[src/rtl/preset_midi_tx.sv]
`default_nettype none
// +--------------------------------------------------------------------------+
// | Module      : preset_midi_tx                                             |
// | Description : Two-slot preset table with a serial MIDI Program Change    |
// |               transmitter (8N1). A save event stores learn_program into  |
// |               the selected slot. A recall event sends {C,ch} then        |
// |               {0,prog}. A recall that arrives while busy is held in a     |
// |               single pending register, and the latest recall wins.       |
// | Ports       : clk, rst (async, active high)                              |
// |               btn_index[1:0], save_mode, learn_program[6:0] : events     |
// |               midi_out : serial line, idle high (registered)             |
// |               busy     : frame on the line                               |
// |               tx_done  : one-cycle pulse after the final stop bit        |
// | Revision    : 1.0 - initial release                                      |
// +--------------------------------------------------------------------------+
module preset_midi_tx #(
    parameter int         CLK_DIV    = 864,
    parameter logic [3:0] CHANNEL    = 4'd0,
    parameter logic [6:0] PROG1_INIT = 7'd0,
    parameter logic [6:0] PROG2_INIT = 7'd1
) (
    input  logic       clk,
    input  logic       rst,
    input  logic [1:0] btn_index,
    input  logic       save_mode,
    input  logic [6:0] learn_program,
    output logic       midi_out,
    output logic       busy,
    output logic       tx_done
);

    localparam int            BW          = $clog2(CLK_DIV);
    localparam logic [BW-1:0] c_baud_last = BW'(CLK_DIV - 1);
    localparam logic [7:0]    c_status    = {4'hC, CHANNEL};

    localparam logic [1:0] c_idle  = 2'd0;
    localparam logic [1:0] c_start = 2'd1;
    localparam logic [1:0] c_data  = 2'd2;
    localparam logic [1:0] c_stop  = 2'd3;

    logic [1:0]    r_state, w_state_n;
    logic [BW-1:0] r_baud, w_baud_n;
    logic [2:0]    r_bit, w_bit_n;
    logic          r_sel, w_sel_n;
    logic [7:0]    r_shift, w_shift_n;
    logic [6:0]    r_prog_lat, w_prog_lat_n;
    logic          r_midi, w_midi_n;
    logic          r_busy, w_busy_n;
    logic          r_done, w_done_n;
    logic          r_pend, w_pend_n;
    logic          r_pend_slot, w_pend_slot_n;  // 0 = slot 1, 1 = slot 2
    logic [6:0]    r_prog1, r_prog2;

    logic w_valid_slot, w_save, w_recall, w_wrap;

    assign w_valid_slot = (btn_index == 2'd1) || (btn_index == 2'd2);
    assign w_save       = w_valid_slot && save_mode;
    assign w_recall     = w_valid_slot && !save_mode;
    assign w_wrap       = (r_baud == c_baud_last);

    // Slot table; saves are honoured at any time, even mid-frame.
    always_ff @(posedge clk or posedge rst) begin
        if (rst) begin
            r_prog1 <= PROG1_INIT;
            r_prog2 <= PROG2_INIT;
        end else if (w_save) begin
            if (btn_index == 2'd1) r_prog1 <= learn_program;
            else                   r_prog2 <= learn_program;
        end
    end

    always_comb begin
        w_state_n     = r_state;
        w_baud_n      = r_baud;
        w_bit_n       = r_bit;
        w_sel_n       = r_sel;
        w_shift_n     = r_shift;
        w_prog_lat_n  = r_prog_lat;
        w_midi_n      = r_midi;
        w_busy_n      = r_busy;
        w_done_n      = 1'b0;
        w_pend_n      = r_pend;
        w_pend_slot_n = r_pend_slot;

        if (r_state != c_idle) begin
            w_baud_n = w_wrap ? '0 : r_baud + 1'b1;
        end

        case (r_state)
            c_idle: begin
                // Every recall passes through the pending register, so an
                // idle recall and a queued one launch through the same path.
                if (r_pend) begin
                    w_state_n    = c_start;
                    w_baud_n     = '0;
                    w_bit_n      = 3'd0;
                    w_sel_n      = 1'b0;
                    w_shift_n    = c_status;
                    w_prog_lat_n = r_pend_slot ? r_prog2 : r_prog1;
                    w_midi_n     = 1'b0;
                    w_busy_n     = 1'b1;
                    w_pend_n     = 1'b0;
                end
            end
            c_start: begin
                if (w_wrap) begin
                    w_state_n = c_data;
                    w_midi_n  = r_shift[0];
                end
            end
            c_data: begin
                if (w_wrap) begin
                    if (r_bit == 3'd7) begin
                        w_state_n = c_stop;
                        w_bit_n   = 3'd0;
                        w_midi_n  = 1'b1;
                    end else begin
                        w_shift_n = r_shift >> 1;
                        w_midi_n  = r_shift[1];
                        w_bit_n   = r_bit + 3'd1;
                    end
                end
            end
            default: begin  // c_stop
                if (w_wrap) begin
                    if (!r_sel) begin
                        w_state_n = c_start;
                        w_sel_n   = 1'b1;
                        w_shift_n = {1'b0, r_prog_lat};
                        w_midi_n  = 1'b0;
                    end else begin
                        w_state_n = c_idle;
                        w_done_n  = 1'b1;
                        w_busy_n  = 1'b0;
                    end
                end
            end
        endcase

        // A recall in the launch cycle must survive the pending clear above.
        if (w_recall) begin
            w_pend_n      = 1'b1;
            w_pend_slot_n = btn_index[1];
        end
    end

    always_ff @(posedge clk or posedge rst) begin
        if (rst) begin
            r_state     <= c_idle;
            r_baud      <= '0;
            r_bit       <= 3'd0;
            r_sel       <= 1'b0;
            r_shift     <= 8'd0;
            r_prog_lat  <= 7'd0;
            r_midi      <= 1'b1;
            r_busy      <= 1'b0;
            r_done      <= 1'b0;
            r_pend      <= 1'b0;
            r_pend_slot <= 1'b0;
        end else begin
            r_state     <= w_state_n;
            r_baud      <= w_baud_n;
            r_bit       <= w_bit_n;
            r_sel       <= w_sel_n;
            r_shift     <= w_shift_n;
            r_prog_lat  <= w_prog_lat_n;
            r_midi      <= w_midi_n;
            r_busy      <= w_busy_n;
            r_done      <= w_done_n;
            r_pend      <= w_pend_n;
            r_pend_slot <= w_pend_slot_n;
        end
    end

    assign midi_out = r_midi;
    assign busy     = r_busy;
    assign tx_done  = r_done;

endmodule
`default_nettype wire

[config.mk]
export PLATFORM = sky130hd
export DESIGN_NAME = preset_midi_tx
export DESIGN_NICKNAME = d
export VERILOG_FILES = /design/src/rtl/preset_midi_tx.sv
export SDC_FILE = /design/constraint.sdc
export NUM_CORES = 1
export LEC_CHECK = 0
export ABC_AREA = 1
export BUFFER_PORTS_ARGS = -buffer_cell sky130_fd_sc_hd__buf_2
export CORE_ASPECT_RATIO = 0.8
export CORE_MARGIN = 2
export CORE_UTILIZATION = 25
export CTS_BUF_LIST = sky130_fd_sc_hd__clkbuf_2
export DETAILED_ROUTE_END_ITERATION = 8
export HOLD_SLACK_MARGIN = 0.08
export RECOVER_POWER = 100
export SYNTH_ARGS = -nofsm -noshare
export SYNTH_HDL_FRONTEND = slang
export SYNTH_SLANG_ARGS = --single-unit
[constraint.sdc]
create_clock -name clk -period 2 [get_ports clk]
set_input_delay 0.3 -clock clk [delete_from_list [all_inputs] [get_ports clk]]
set_output_delay 0.3 -clock clk [all_outputs]
set_load 0.05 [all_outputs]
* After elaboration in Yosys (flattened, before gate mapping)
Index checks and enable logic that the tools add are counted.
** Word-level totals
- Register bits :: 50
- Bits of input ports :: 12
- Output and inout bits :: 3
- Logic and storage cells :: 92
** Cells by class
- $add $sub $neg :: 2
- Equal/unequal tests :: 13
- Mux-type cells :: 40
- Bitwise operators :: 3
- Reductions and logical operators :: 21
** Operators by type and width (number)
- $mux 10 :: 4
- $mux 8 :: 5
- $pmux 8 s3 :: 1
- $mux 1 :: 16
- $add 10x1->10 const B :: 1
- $eq 10x10->1 const B :: 1
- $mux 2 :: 5
- $ne 2x2->1 const B :: 5
- $reduce_and 5->1 :: 2
- $reduce_bool 2->1 :: 5
- $mux 3 :: 3
- $mux 7 :: 1
- $pmux 2 s3 :: 1
- $pmux 3 s2 :: 1
- $reduce_and 2->1 :: 3
- $reduce_and 3->1 :: 2
- $reduce_and 6->1 :: 1
- $eq 2x1->1 const B :: 2
- $eq 2x2->1 const B :: 2
- $ne 4x1->1 const B :: 1
- $pmux 1 s2 :: 2
- $reduce_and 4->1 :: 1
- $add 3x1->3 const B :: 1
- $eq 3x3->1 const B :: 1
- 9 further kinds :: 12

* Longest topological paths before layout
- Depth in word-level cells :: 5
- Mapped depth :: 9
- Gate-level depth less buffers :: 9

* Least setup slack after synthesis
OpenSTA, ideal clock, no wires.
- Path kind :: register to register
- From :: reg r_state[0]
- To :: reg r_shift[0]
- Library setup time :: 0.117 ns
- Arrival :: 1.446 ns
- Required time :: 1.883 ns
- Setup slack :: 0.437 ns
- Stages on the path, launching flop included :: 10
- Buffers on the path :: 0
- Period minus slack after synthesis :: 1.563 ns
- Cells stage by stage :: dfrtp_1 inv_1 ha_1 nor2_1 nand2_1 nand3_1 a21oi_4 nand2_2 nand2_1 nand2_1
** Between the ends
- Word-level cells in the longest chain between the ends :: 3
- Elaborated cells on any way between the ends :: 11
- Those cells by class :: 6 x eq/ne; 1 x mux; 1 x bitwise; 3 x reduce/logical
** Ends and longest elaborated chain
- start, declared :: RTL line 41 : logic [1:0] r_state, w_state_n;
- start signal, assigned :: RTL line 149 : r_state <= c_idle;
- start signal, assigned :: RTL line 161 : r_state <= w_state_n;
- $eq 2x2->1 (tied with other cells) :: RTL line 89 : case (r_state)
- $ne 3x1->1 (no source line) (tied with other cells)
- $reduce_and 6->1 (no source line)
- end signal, assigned :: RTL line 165 : r_shift <= w_shift_n;
- end, declared :: RTL line 45 : logic [7:0] r_shift, w_shift_n;
Several ways; a longest one is shown, not always the timed one.
A chain may end at the register's enable or synchronous reset.

* Worst setup path after layout
- From :: reg r_state[0]
- To :: reg r_state[1]
** Between the ends
- Word-level cells in the longest chain between the ends :: 3
- Elaborated cells on any way between the ends :: 10
- Those cells by class :: 6 x eq/ne; 1 x mux; 3 x reduce/logical
** Ends and longest elaborated chain (RTL line)
- $eq 2x2->1 (tied with other cells) :: 89
- $ne 2x2->1 (no source line) / $reduce_bool 2->1 (equally long branches)
- $reduce_and 5->1 (no source line)
Several ways; a longest one is shown, not always the timed one.

==> run metrics <==
outcome finished clean; leading cell type in the layout, fill and taps excluded sky130_fd_sc_hd__nand2_1; H-tree levels 2; CP endpoint kind register; Die Outline Area 0.01074 mm2; Syn-to-layout area delta 14.93%; total standard cell area after synthesis 0.002480 mm2; Top Ports 15; CP max-delay cell sky130_fd_sc_hd__dfrtp_1; post-placement setup slack 143.4 ps; antenna violation net count after detailed routing 0; CP startpoint r_state[0]; Post-Synthesis Net Count 316; pin count of the biggest net entering global routing 51; synthesized area divided by synthesized cell count 8.435 um2; Die Span Y 93.08 um; post-route cell area 0.002850 mm2; crit share post-route 0.8835; max incr delay on CP 490 ps; critical path, cell by cell inv_1 -> ha_1 -> inv_2 -> nor2_4 -> a21oi_4 -> buf_4 -> nand4_1 -> nand2_1; internal power of the cells 0.001240 W; clock group share of total power 0.248; post-detailed-route DRC marker count 0; GRT Total Usage 0.1031; Yosys warnings 0; setup TNS after final layout 0 ps; CTS tree yes; P per Cell Area 599.0 mW/mm2; DR WL/cell 10.83 um; Arr. time, crit path 2120 ps; setup repair after global routing missed its margin false; fraction of the yosys area taken by sequential cells 0.5055; setup-violating endpoint count in the final report 0; total buffers and inverters traversed by the critical path 3; clock period minus final worst setup slack 1767 ps; number of pins with negative max-slew slack in the final report 0; Worst Tran Pin Value 1219 ps; maximum vdd drop 0.3008 mV; critical setup path kind register to register; total global routing overflow 0; min-delay worst type input pin to register; number of global-route vias before repair 1874; final std cells w/o fill 460; weighted congestion reported at the end of routability-driven placement 0.8111; Slew headroom 0.1874; combinational cell fraction of total power 0.095; instance count after placement with tap cells included 443; max-cap viol count 0; routed via count 1939; reg-to-reg critical path startpoint r_state[0]; post-layout worst setup margin 232.9 ps; iteration-0 DRC count of the detailed router 113; Highest Clock Rate 565.9 MHz; Avg Vias per Cell 4.215; switching component of the power 0.0004675 W; Yosys reg bits 50; number of input and output port buffers inserted 14; worst-path fanout max 8; clock input transition at the sequential cells of the worst setup and hold paths 270 ps; largest delay contributor family on the critical path flip-flops; first-pass GRT wire length 8.928 mm; post-synth cell types 26; net count reported at finish 345; drt first pass iters 4; most frequent cells in the layout sky130_fd_sc_hd__nand2_1 (79), sky130_fd_sc_hd__dfrtp_1 (48), sky130_fd_sc_hd__o21ai_0 (40), sky130_fd_sc_hd__inv_1 (39), sky130_fd_sc_hd__nor2_1 (16); clock insertion delay at the later pin of the skew report 430 ps; Worst Hold Launch learn_program[6]; sequential cell fraction of total power 0.657; Worst Clk Skew 33.73 ps; horizontal extent of the die 115.4 um; post-layout total power 0.001707 W; HPWL after DPL 3.574 mm; count of endpoints failing hold in the final timing report 0; CTS buffer count 5; Starting Density 0.2570; Clock Sink Count 50; cell at the root of the clock tree sky130_fd_sc_hd__clkbuf_2; area of the placeable core 0.009649 mm2; number of antenna violations at the first check in global routing 0; Setup crit start kind register; diodes inserted 0; WP data required 2360 ps; ratio of cells with drive above 1 in the final layout 0.1204; Routed Wire Length 4.981 mm; Placement Rows 32; Clock Tree Buf Depth 2; number of standard cells after synthesis 294; Post-Place Cell Area 0.002721 mm2; leakage power figure 1.360 nW; switching power share of the total 0.2738
## final timing paths
kind / end / slack, ps / depth (start not counted)
setup / recovery: r_state[1] / 230 / 8
hold / removal: r_prog2[6] / 150 / 3
setup reg to reg: r_state[1] / 230 / 8
hold reg to reg: midi_out / 490 / 2
max in group asynchronous: r_baud[0] / 490 / 4
min in group asynchronous: r_prog_lat[6] / 770 / 4
## worst min-delay path, stage by stage
cell,delay [ps]
sky130_fd_sc_hd__buf_2,100
sky130_fd_sc_hd__inv_1,50
sky130_fd_sc_hd__o21ai_0,70
## power by group through the flow
stage	clock [W]	sequential [W]	combinational, W
after floorplan	0	0.00113	0.000109
after global placement	0	0.00114	0.000148
after detailed placement	0	0.00114	0.000153
after CTS	0.000442	0.00112	0.000163
after global routing	0.000495	0.00113	0.000192
final	0.000424	0.00112	0.000161
## synth_stat cells, drive strengths merged
library cell | number | area, um2
nand2 | 82 | 315.3
dfrtp | 48 | 1201
inv | 41 | 153.9
o21ai | 40 | 200.2
nor2 | 19 | 88.84
nand3 | 15 | 87.59
ha | 10 | 125.1
o22ai | 10 | 62.56
a21oi | 7 | 57.55
nand4 | 6 | 37.54
buf | 3 | 21.27
xor2 | 3 | 26.28
clkbuf | 2 | 7.510
dfstp | 2 | 52.55
or2 | 2 | 12.51
a22o | 1 | 8.760
and2 | 1 | 6.260
nand3b | 1 | 7.510
o31ai | 1 | 7.510
## metrics by stage
step	hold WS, ps	utilization
6_report	145.4	0.2954
5_1_grt	111.4	0.2954
2_1_floorplan	408.1	-
3_3_place_gp	448.8	0.2820
3_5_place_dp	458.3	0.2820
4_1_cts	87.23	0.2943
## final cells by class
type                            count  area (um2)
Clock inverter                      3       23.77
Fill cell                        1029        6799
Sequential cell                    50        1254
Multi-Input combinational cell    198        1040
Timing Repair Buffer               27       183.9
Tap cell                          136       170.2
Clock buffer                        5       25.02
Inverter                           41       153.9
## layer usage
layer  wire (um)  up-vias  GRT usage
met5           0        -          0
met4          40        0    0.03012
met3         114        2    0.02009
met2        2136       32     0.1555
met1        2689      902     0.1497
li1            -     1003          -
## flip-flops by register name, summed over array words and instances, names as in the netlist, 2 cells and up
name        flops
r_bit           3
r_shift         8
r_prog1         7
r_prog2         7
r_baud         10
r_prog_lat      7
r_state         2
## what timing repair did
item / 4_1_cts / 5_1_grt
setup endpoints to repair: 0 / 13
setup buffers: 0 / 0
hold buffers: 7 / 2
resized for setup: 0 / 3
hold endpoints to repair: 59 / 3
## cell families (layout without fill, tap and decap cells)
kind of cell	after synthesis	after routing	synth area share
compound gates	59	59	0.1357
xor+xnor	3	3	0.01060
fa+ha+maj	10	10	0.05045
buf+inv	46	76	0.07366
flops	50	50	0.5055
simple gates	126	126	0.2240
No activity file was read; power rests on OpenSTA's default activity.
